File: config.mk
export PLATFORM = sky130hd
export DESIGN_NAME = dsp_sample_sequencer
export DESIGN_NICKNAME = d
export VERILOG_FILES = /design/src/rtl/dsp_sample_sequencer.sv
export SDC_FILE = /design/constraint.sdc
export NUM_CORES = 1
export LEC_CHECK = 0
export ABC_AREA = 1
export CAP_MARGIN = 10
export CORE_UTILIZATION = 53
export DETAILED_ROUTE_END_ITERATION = 16
export GPL_ROUTABILITY_DRIVEN = 1
export PLACE_DENSITY = 0.8
export SLEW_MARGIN = 30
export SYNTH_ARGS = -nofsm -noshare
export SYNTH_HDL_FRONTEND = slang
export SYNTH_SLANG_ARGS = --single-unit
File: constraint.sdc
create_clock -name input_clk -period 2.5 [get_ports input_clk]
set_input_delay 0.25 -clock input_clk [delete_from_list [all_inputs] [get_ports input_clk]]
set_output_delay 0.25 -clock input_clk [all_outputs]
set_load 0.1 [all_outputs]
File: src/rtl/dsp_sample_sequencer.sv
// Sequences buffered ADC samples through a fixed-latency datapath with a
// valid/ready result stage. Optional drop counter: define SEQ_DROP_COUNT_EN.
module dsp_sample_sequencer #(
  parameter int unsigned DATA_W     = 16,
  parameter int unsigned FIFO_DEPTH = 4,
  parameter int unsigned PROC_LAT   = 2
) (
  input  logic              input_clk,
  input  logic              rst,
  input  logic              in_valid,
  input  logic [DATA_W-1:0] in_data,
  output logic              proc_start,
  output logic [DATA_W-1:0] proc_in_data,
  input  logic [DATA_W-1:0] proc_out_data,
  output logic              out_valid,
  output logic [DATA_W-1:0] out_data,
  input  logic              out_ready,
  output logic              busy,
  output logic              overflow,
  input  logic              clear_overflow,
  output logic [7:0]        drop_count
);

  localparam int unsigned PTR_W = (FIFO_DEPTH > 1) ? $clog2(FIFO_DEPTH) : 1;
  localparam int unsigned CNT_W = PTR_W + 1;
  localparam int unsigned LAT_W = 4;

  typedef enum logic [1:0] {
    IDLE  = 2'd0,
    ISSUE = 2'd1,
    WAIT  = 2'd2,
    HOLD  = 2'd3
  } state_t;

  state_t              state;
  logic [LAT_W-1:0]    lat_cnt;

  logic [DATA_W-1:0]   mem [FIFO_DEPTH];
  logic [PTR_W-1:0]    rd_ptr;
  logic [PTR_W-1:0]    wr_ptr;
  logic [CNT_W-1:0]    count;

  logic                fifo_empty;
  logic                fifo_full;
  logic                push;
  logic                pop;
  logic                drop;
  logic [DATA_W-1:0]   head;

  // FIFO control: a full FIFO still accepts a word when the same cycle pops
  assign fifo_empty = (count == '0);
  assign fifo_full  = (count == CNT_W'(FIFO_DEPTH));
  assign pop        = (state == ISSUE);
  assign push       = in_valid && (!fifo_full || pop);
  assign drop       = in_valid && fifo_full && !pop;

  // Head with bypass so HOLD can issue a word arriving in its final cycle
  assign head = fifo_empty ? in_data : mem[rd_ptr];

  assign busy = (state != IDLE) || !fifo_empty;

  always_ff @(posedge input_clk) begin
    if (push) begin
      mem[wr_ptr] <= in_data;
    end
  end

  always_ff @(posedge input_clk or posedge rst) begin
    if (rst) begin
      rd_ptr <= '0;
      wr_ptr <= '0;
      count  <= '0;
    end else begin
      if (push) begin
        wr_ptr <= wr_ptr + PTR_W'(1);
      end
      if (pop) begin
        rd_ptr <= rd_ptr + PTR_W'(1);
      end
      case ({push, pop})
        2'b10:   count <= count + CNT_W'(1);
        2'b01:   count <= count - CNT_W'(1);
        default: count <= count;
      endcase
    end
  end

  // Sticky overflow; a drop in the same cycle as a clear keeps it set
  always_ff @(posedge input_clk or posedge rst) begin
    if (rst) begin
      overflow <= 1'b0;
    end else if (drop) begin
      overflow <= 1'b1;
    end else if (clear_overflow) begin
      overflow <= 1'b0;
    end
  end

`ifdef SEQ_DROP_COUNT_EN
  logic [7:0] drop_cnt;

  always_ff @(posedge input_clk or posedge rst) begin
    if (rst) begin
      drop_cnt <= 8'd0;
    end else if (clear_overflow) begin
      drop_cnt <= drop ? 8'd1 : 8'd0;
    end else if (drop && (drop_cnt != 8'hFF)) begin
      drop_cnt <= drop_cnt + 8'd1;
    end
  end

  assign drop_count = drop_cnt;
`else
  assign drop_count = 8'd0;
`endif

  // Sequencer: issue outputs are registered on entry to ISSUE
  always_ff @(posedge input_clk or posedge rst) begin
    if (rst) begin
      state        <= IDLE;
      lat_cnt      <= '0;
      proc_start   <= 1'b0;
      proc_in_data <= '0;
      out_valid    <= 1'b0;
      out_data     <= '0;
    end else begin
      proc_start <= 1'b0;
      case (state)
        IDLE: begin
          if (!fifo_empty) begin
            state        <= ISSUE;
            proc_start   <= 1'b1;
            proc_in_data <= mem[rd_ptr];
          end
        end
        ISSUE: begin
          lat_cnt <= LAT_W'(PROC_LAT);
          if (PROC_LAT == 0) begin
            out_data  <= proc_out_data;
            out_valid <= 1'b1;
            state     <= HOLD;
          end else begin
            state <= WAIT;
          end
        end
        WAIT: begin
          lat_cnt <= lat_cnt - LAT_W'(1);
          if (lat_cnt == LAT_W'(1)) begin
            out_data  <= proc_out_data;
            out_valid <= 1'b1;
            state     <= HOLD;
          end
        end
        HOLD: begin
          if (out_ready) begin
            out_valid <= 1'b0;
            if (!fifo_empty || push) begin
              state        <= ISSUE;
              proc_start   <= 1'b1;
              proc_in_data <= head;
            end else begin
              state <= IDLE;
            end
          end
        end
        default: state <= IDLE;
      endcase
    end
  end

endmodule

Yosys cells after proc, flatten, opt, wreduce, memory -nomap -nowiden

Memory sizes are Yosys's and may differ from the RTL's.
Cells that the tools add are included.

Add/subtract/negate cells: 5
Eq/ne operators: 11
Muxes and demuxes: 23
Reductions and logical operators: 21

Operators with widths:

| kind                  | number |
|---|---|
| $mux W16              | 4 |
| $pmux W16 S2          | 1 |
| $reduce_bool A2 Y1    | 6 |
| $mux W1               | 10 |
| $ne A2 B2 Y1 const B  | 4 |
| $pmux W2 S4           | 1 |
| $pmux W4 S2           | 1 |
| $eq A2 B2 Y1 const B  | 3 |
| $mux W2               | 3 |
| $pmux W3 S2           | 1 |
| $reduce_and A3 Y1     | 2 |
| $add A2 B1 Y2 const B | 2 |
| $eq A2 B1 Y1 const B  | 2 |
| $eq A4 B1 Y1 const B  | 1 |
| $pmux W1 S2           | 2 |
| $reduce_and A4 Y1     | 1 |
| $sub A4 B1 Y4 const B | 1 |
| $add A3 B1 Y3 const B | 1 |
| $eq A3 B3 Y1 const B  | 1 |
| $logic_and A1 B1 Y1   | 3 |
| $logic_not A1 Y1      | 3 |
| $logic_not A3 Y1      | 1 |
| $logic_or A1 B1 Y1    | 3 |
| $sub A3 B1 Y3 const B | 1 |
| other kinds (2)       | 2 |

Register bits: 48
RAM bits: 64
Bits of input ports: 37
Output and inout port bits: 44
Logic and storage cells: 71
Memories kept: 1

Memory list:

| memory | words | bits a word | read ports | clocked after Yosys merged registers in | write ports | line | text |
|---|---|---|---|---|---|---|---|
| mem    | 4     | 16          | 1          | 0                                       | 1           | 38   | `logic [DATA_W-1:0] mem [FIFO_DEPTH];` |

Depth between registers and ports, before layout

Depth in word-level cells: 8
Depth in mapped cells: 11
Depth with buffers taken out: 11

Least setup slack after synthesis

OpenSTA, ideal clock, no wires.

Path kind: input to register
Start: in state[0]
End: reg proc_in_data[0]
Library setup time: 68 ps
Arrival time: 2261 ps
Required time: 2432 ps
Path slack: 171 ps
Stages on the path: 10
Path buffers: 1
Path through: dfrtp_1 -> inv_1 -> ha_1 -> nand3_1 -> nand2_2 -> inv_2 -> nand2_4 -> buf_12 -> nand2_1 -> nand2_1

Longest elaborated chain between the ends: 6
Elaborated cells between the ends (all ways): 12
Classes of those cells: eq/ne: 5; mux: 1; reduce/logical: 6

RTL lines:

| element                            | line | text |
|---|---|---|
| from (decl)                        | 35   | `state_t state;` |
| $eq A2 B1 Y1                       | 53   | `assign pop = (state == ISSUE);` |
| $logic_or A1 B1 Y1                 | 54   | `assign push = in_valid && (!fifo_full \|\| pop);` |
| $logic_and A1 B1 Y1                | 54   |  |
| $logic_or A1 B1 Y1                 | 157  | `if (!fifo_empty \|\| push) begin` |
| $ne A2 B2 Y1 (no source line)      | n/a  |  |
| $reduce_and A4 Y1 (no source line) | n/a  |  |
| to (signal assigned)               | 133  | `proc_in_data <= mem[rd_ptr];` |
| to (decl)                          | 13   | `output logic [DATA_W-1:0] proc_in_data,` |

Parallel ways exist; a longest one is shown, timed or not.
A chain may end at the register's enable or synchronous reset.

Worst setup path in the final report

Start: in state[1]
End: reg count[2]

Longest elaborated chain between the ends: 5
Elaborated cells between the ends (all ways): 7
Classes of those cells: eq/ne: 3; mux: 1; reduce/logical: 3

RTL lines:

| element                                           | line | text |
|---|---|---|
| $eq A2 B1 Y1 *                                    | 53   |  |
| $logic_or A1 B1 Y1                                | 54   |  |
| $logic_and A1 B1 Y1                               | 54   |  |
| $eq A2 B1 Y1 or $eq A2 B2 Y1 (tied branches)      | 80   | `case ({push, pop})` |
| $pmux W3 S2 or $reduce_bool A2 Y1 (tied branches) | n/a  |  |
| to (signal assigned)                              | 81   | `2'b10: count <= count + CNT_W'(1);` |
| to (signal assigned)                              | 82   | `2'b01: count <= count - CNT_W'(1);` |
| to (signal assigned)                              | 83   | `default: count <= count;` |
| to (decl)                                         | 41   | `logic [CNT_W-1:0] count;` |

Every way passes the cells marked *; elsewhere a longest branch is shown, timed or not.

==> run metrics <==
Max Cap Viol=0; clock skew=11.5 ps; flop-to-flop setup slack=270 ps; IO Port Bufs=72; number of antenna diodes=0; Final Critical Period=2230 ps; Routed Antenna Nets=0; CTS Buf Count=9; Total GRT Usage=21.4%; io pins=81; GP Congestion=roughly 0.8; Setup crit end kind=flop; CP Launch Point=state[1]$_DFFE_PP0P_; CP max FO=8; Root Buffer=clkbuf_8; syn_area_per_cell=10.1 µm²; row count=34; drt wl/cell=14.2 µm; Mapped Area=4870 µm²; DRT iter0 DRCs=just under 200; critical path launch point type=flop; Worst R2R Path Depth=11; TritonRoute pass-1 iters=11; initial antenna violation count=0; total clock sinks=between 100 and 150; Seq/Total Area, Yosys=64.2%; setup TNS=0 ps; final setup fails=0; status=complete, but fails checks; Slew headroom=approximately 62%; clock latency at the later pin of the worst-skew pair=370 ps; WP data arrival=2480 ps; max-slew violations=0; Yosys reg bits=112; leading cell types in the layout, fill and taps excluded=nand2_1 (174), edfxtp_1 (64), nand3_1 (53), buf_4 (49), dfrtp_1 (48); Die H=around 100 µm; Core Footprint=8810 µm²; htree depth=3; Fillers=678; final global-route overflow total=0; Mapped Cells=482; Max Fclk=around 450 MHz; FF-to-FF Start=state[1]$_DFFE_PP0P_; Fin. Hold Viols=0; commonest non-fill, non-tap cell in the layout=nand2_1; Least-Margin Pin Slew=roughly 570 ps; failing checks=DRC; worst min path class=in -> async; largest net degree at the start of global routing=35; synth warn=0; CTS tree=built; final wirelength=about 9500 µm; die area=between 9000 and 10000 µm²; Nets=608; detailed-route vias per instance=5.11; Post-DP HPWL=6250 µm; R2R Path End=count[2]$_DFFE_PP0P_; RSZ-0062 raised after global routing=false; Clock transition at path regs=100 ps; first-pass GRT wire length=between 15000 and 20000 µm; Data required, critical path=2750 ps; via count=between 3000 and 4000; post-cts sizing count=0; Tcrit/Tclk final=89.0%; Post-CTS Setup Inserts=0; DRC viols=14; area growth from synthesis to layout=19.3%; crit path kind=reg -> reg; share of layout cells above drive strength 1=13.5%; Initial Utilization=55.3%; Synth cell types=31; CP endpoint=count[2]$_DFFE_PP0P_; CTS Hold Buffers Added=0; Max clock buf depth=2; chip width=97.8 µm; vias in the first global route=around 3400
## critical path, stage by stage, from the launching register on
cell	delay, ps
dfrtp_1	390
inv_1	100
ha_1	250
nor2_1	120
nand2_1	110
nand2_4	120
ha_1	160
inv_1	70
fa_1	380
a21oi_1	160
o21ai_0	120
xor2_1	150
## cells in the mapped netlist
cell type / instances / share of area [%]
nand2_1: 175 / 13
edfxtp_1: 64 / 39
nand3_1: 53 / 5.5
dfrtp_1: 48 / 25
inv_1: 36 / 2.8
o21ai_0: 22 / 2.3
nor2_1: 15 / 1.2
ha_1: 11 / 2.8
buf_2: 9 / 0.93
buf_4: 9 / 1.4
clkbuf_1: 7 / 0.54
a21oi_1: 6 / 0.62
inv_2: 4 / 0.31
xor2_1: 4 / 0.72
nor2_4: 2 / 0.46
o22ai_1: 2 / 0.26
a31oi_1: 1 / 0.13
and3_1: 1 / 0.13
buf_12: 1 / 0.41
clkinv_1: 1 / 0.077
conb_1: 1 / 0.077
fa_1: 1 / 0.41
nand2_2: 1 / 0.13
nand2_4: 1 / 0.23
nand3_2: 1 / 0.21
nand4_1: 1 / 0.13
nor3_1: 1 / 0.10
nor3b_1: 1 / 0.15
or2_0: 1 / 0.13
or2_2: 1 / 0.13
xnor2_1: 1 / 0.18
## metrics by stage
stage | hold WS [ps] | cell area (µm²) | instances | utilization, % | setup slack (ps)
6_report | 264 | 5800 | 672 | 65.9 | 274
5_1_grt | 320 | 5800 | 672 | 65.9 | 49.0
4_1_cts | 279 | 5800 | 672 | 65.8 | 158
3_5_place_dp | 468 | 5600 | 656 | 63.6 | 159
3_3_place_gp | 465 | 5600 | 656 | 63.6 | 304
2_1_floorplan | 349 | 4890 | 489 | - | 171
## state kept, by name, summed over array words and instances, names as in the netlist
| signal | count |
|---|---|
| proc_start | 1 |
| overflow | 1 |
| proc_in_data | 16 |
| state | 2 |
| lat_cnt | 4 |
| count | 3 |
| mem | 64 |
| out_data | 16 |
| wr_ptr | 2 |
| out_valid | 1 |
| rd_ptr | 2 |
## kinds of logic (layout without fill, tap and decap cells)
kind of cell               count (synthesis)  after routing  share of synthesized area (%)
AOI/OAI and AO/OA                         31             31                           3.27
other                                      1              8                         0.0771
DFF                                      112            112                           64.2
buffers and inverters                     67            142                           6.43
xor gates and xnor gates                   5              5                          0.900
adders and majority gates                 12             12                           3.24
and+or+nand+nor                          254            254                           21.9
## worst min-delay path by stage
stage,start,slack [ps],to,depth (start not counted)
finish,rst,260,out_data[5]$_DFFE_PP0P_,2
global route,rst,320,lat_cnt[1]$_DFFE_PP0P_,2
CTS,rst,280,lat_cnt[1]$_DFFE_PP0P_,2
detailed placement,proc_in_data[14]$_DFFE_PP0P_,470,proc_in_data[14]$_DFFE_PP0P_,2
global placement,proc_in_data[14]$_DFFE_PP0P_,460,proc_in_data[14]$_DFFE_PP0P_,2
floorplan,in_data[0],350,mem[0][0]$_DFFE_PP_,0
## metal layers
layer  track usage (%)  share of wire, %
met1              26.6                42
met2              37.1                51
met3              4.72               5.3
met4              7.69               1.5
met5                 0                 0
## cell type report
type | count | area [µm²] | share of cell area (%)
inverters | 41 | 154 | 2.65
clock inverters | 3 | 20.0 | 0.345
flip-flops and latches | 112 | 3120 | 53.8
multi-input cells | 310 | 1460 | 25.2
repair buffers | 85 | 728 | 12.5
clock buffers | 13 | 180 | 3.10
well taps | 108 | 135 | 2.33
Power is not shown: default switching activity piles up to over one toggle a cycle in this logic, so the estimate is an artifact.
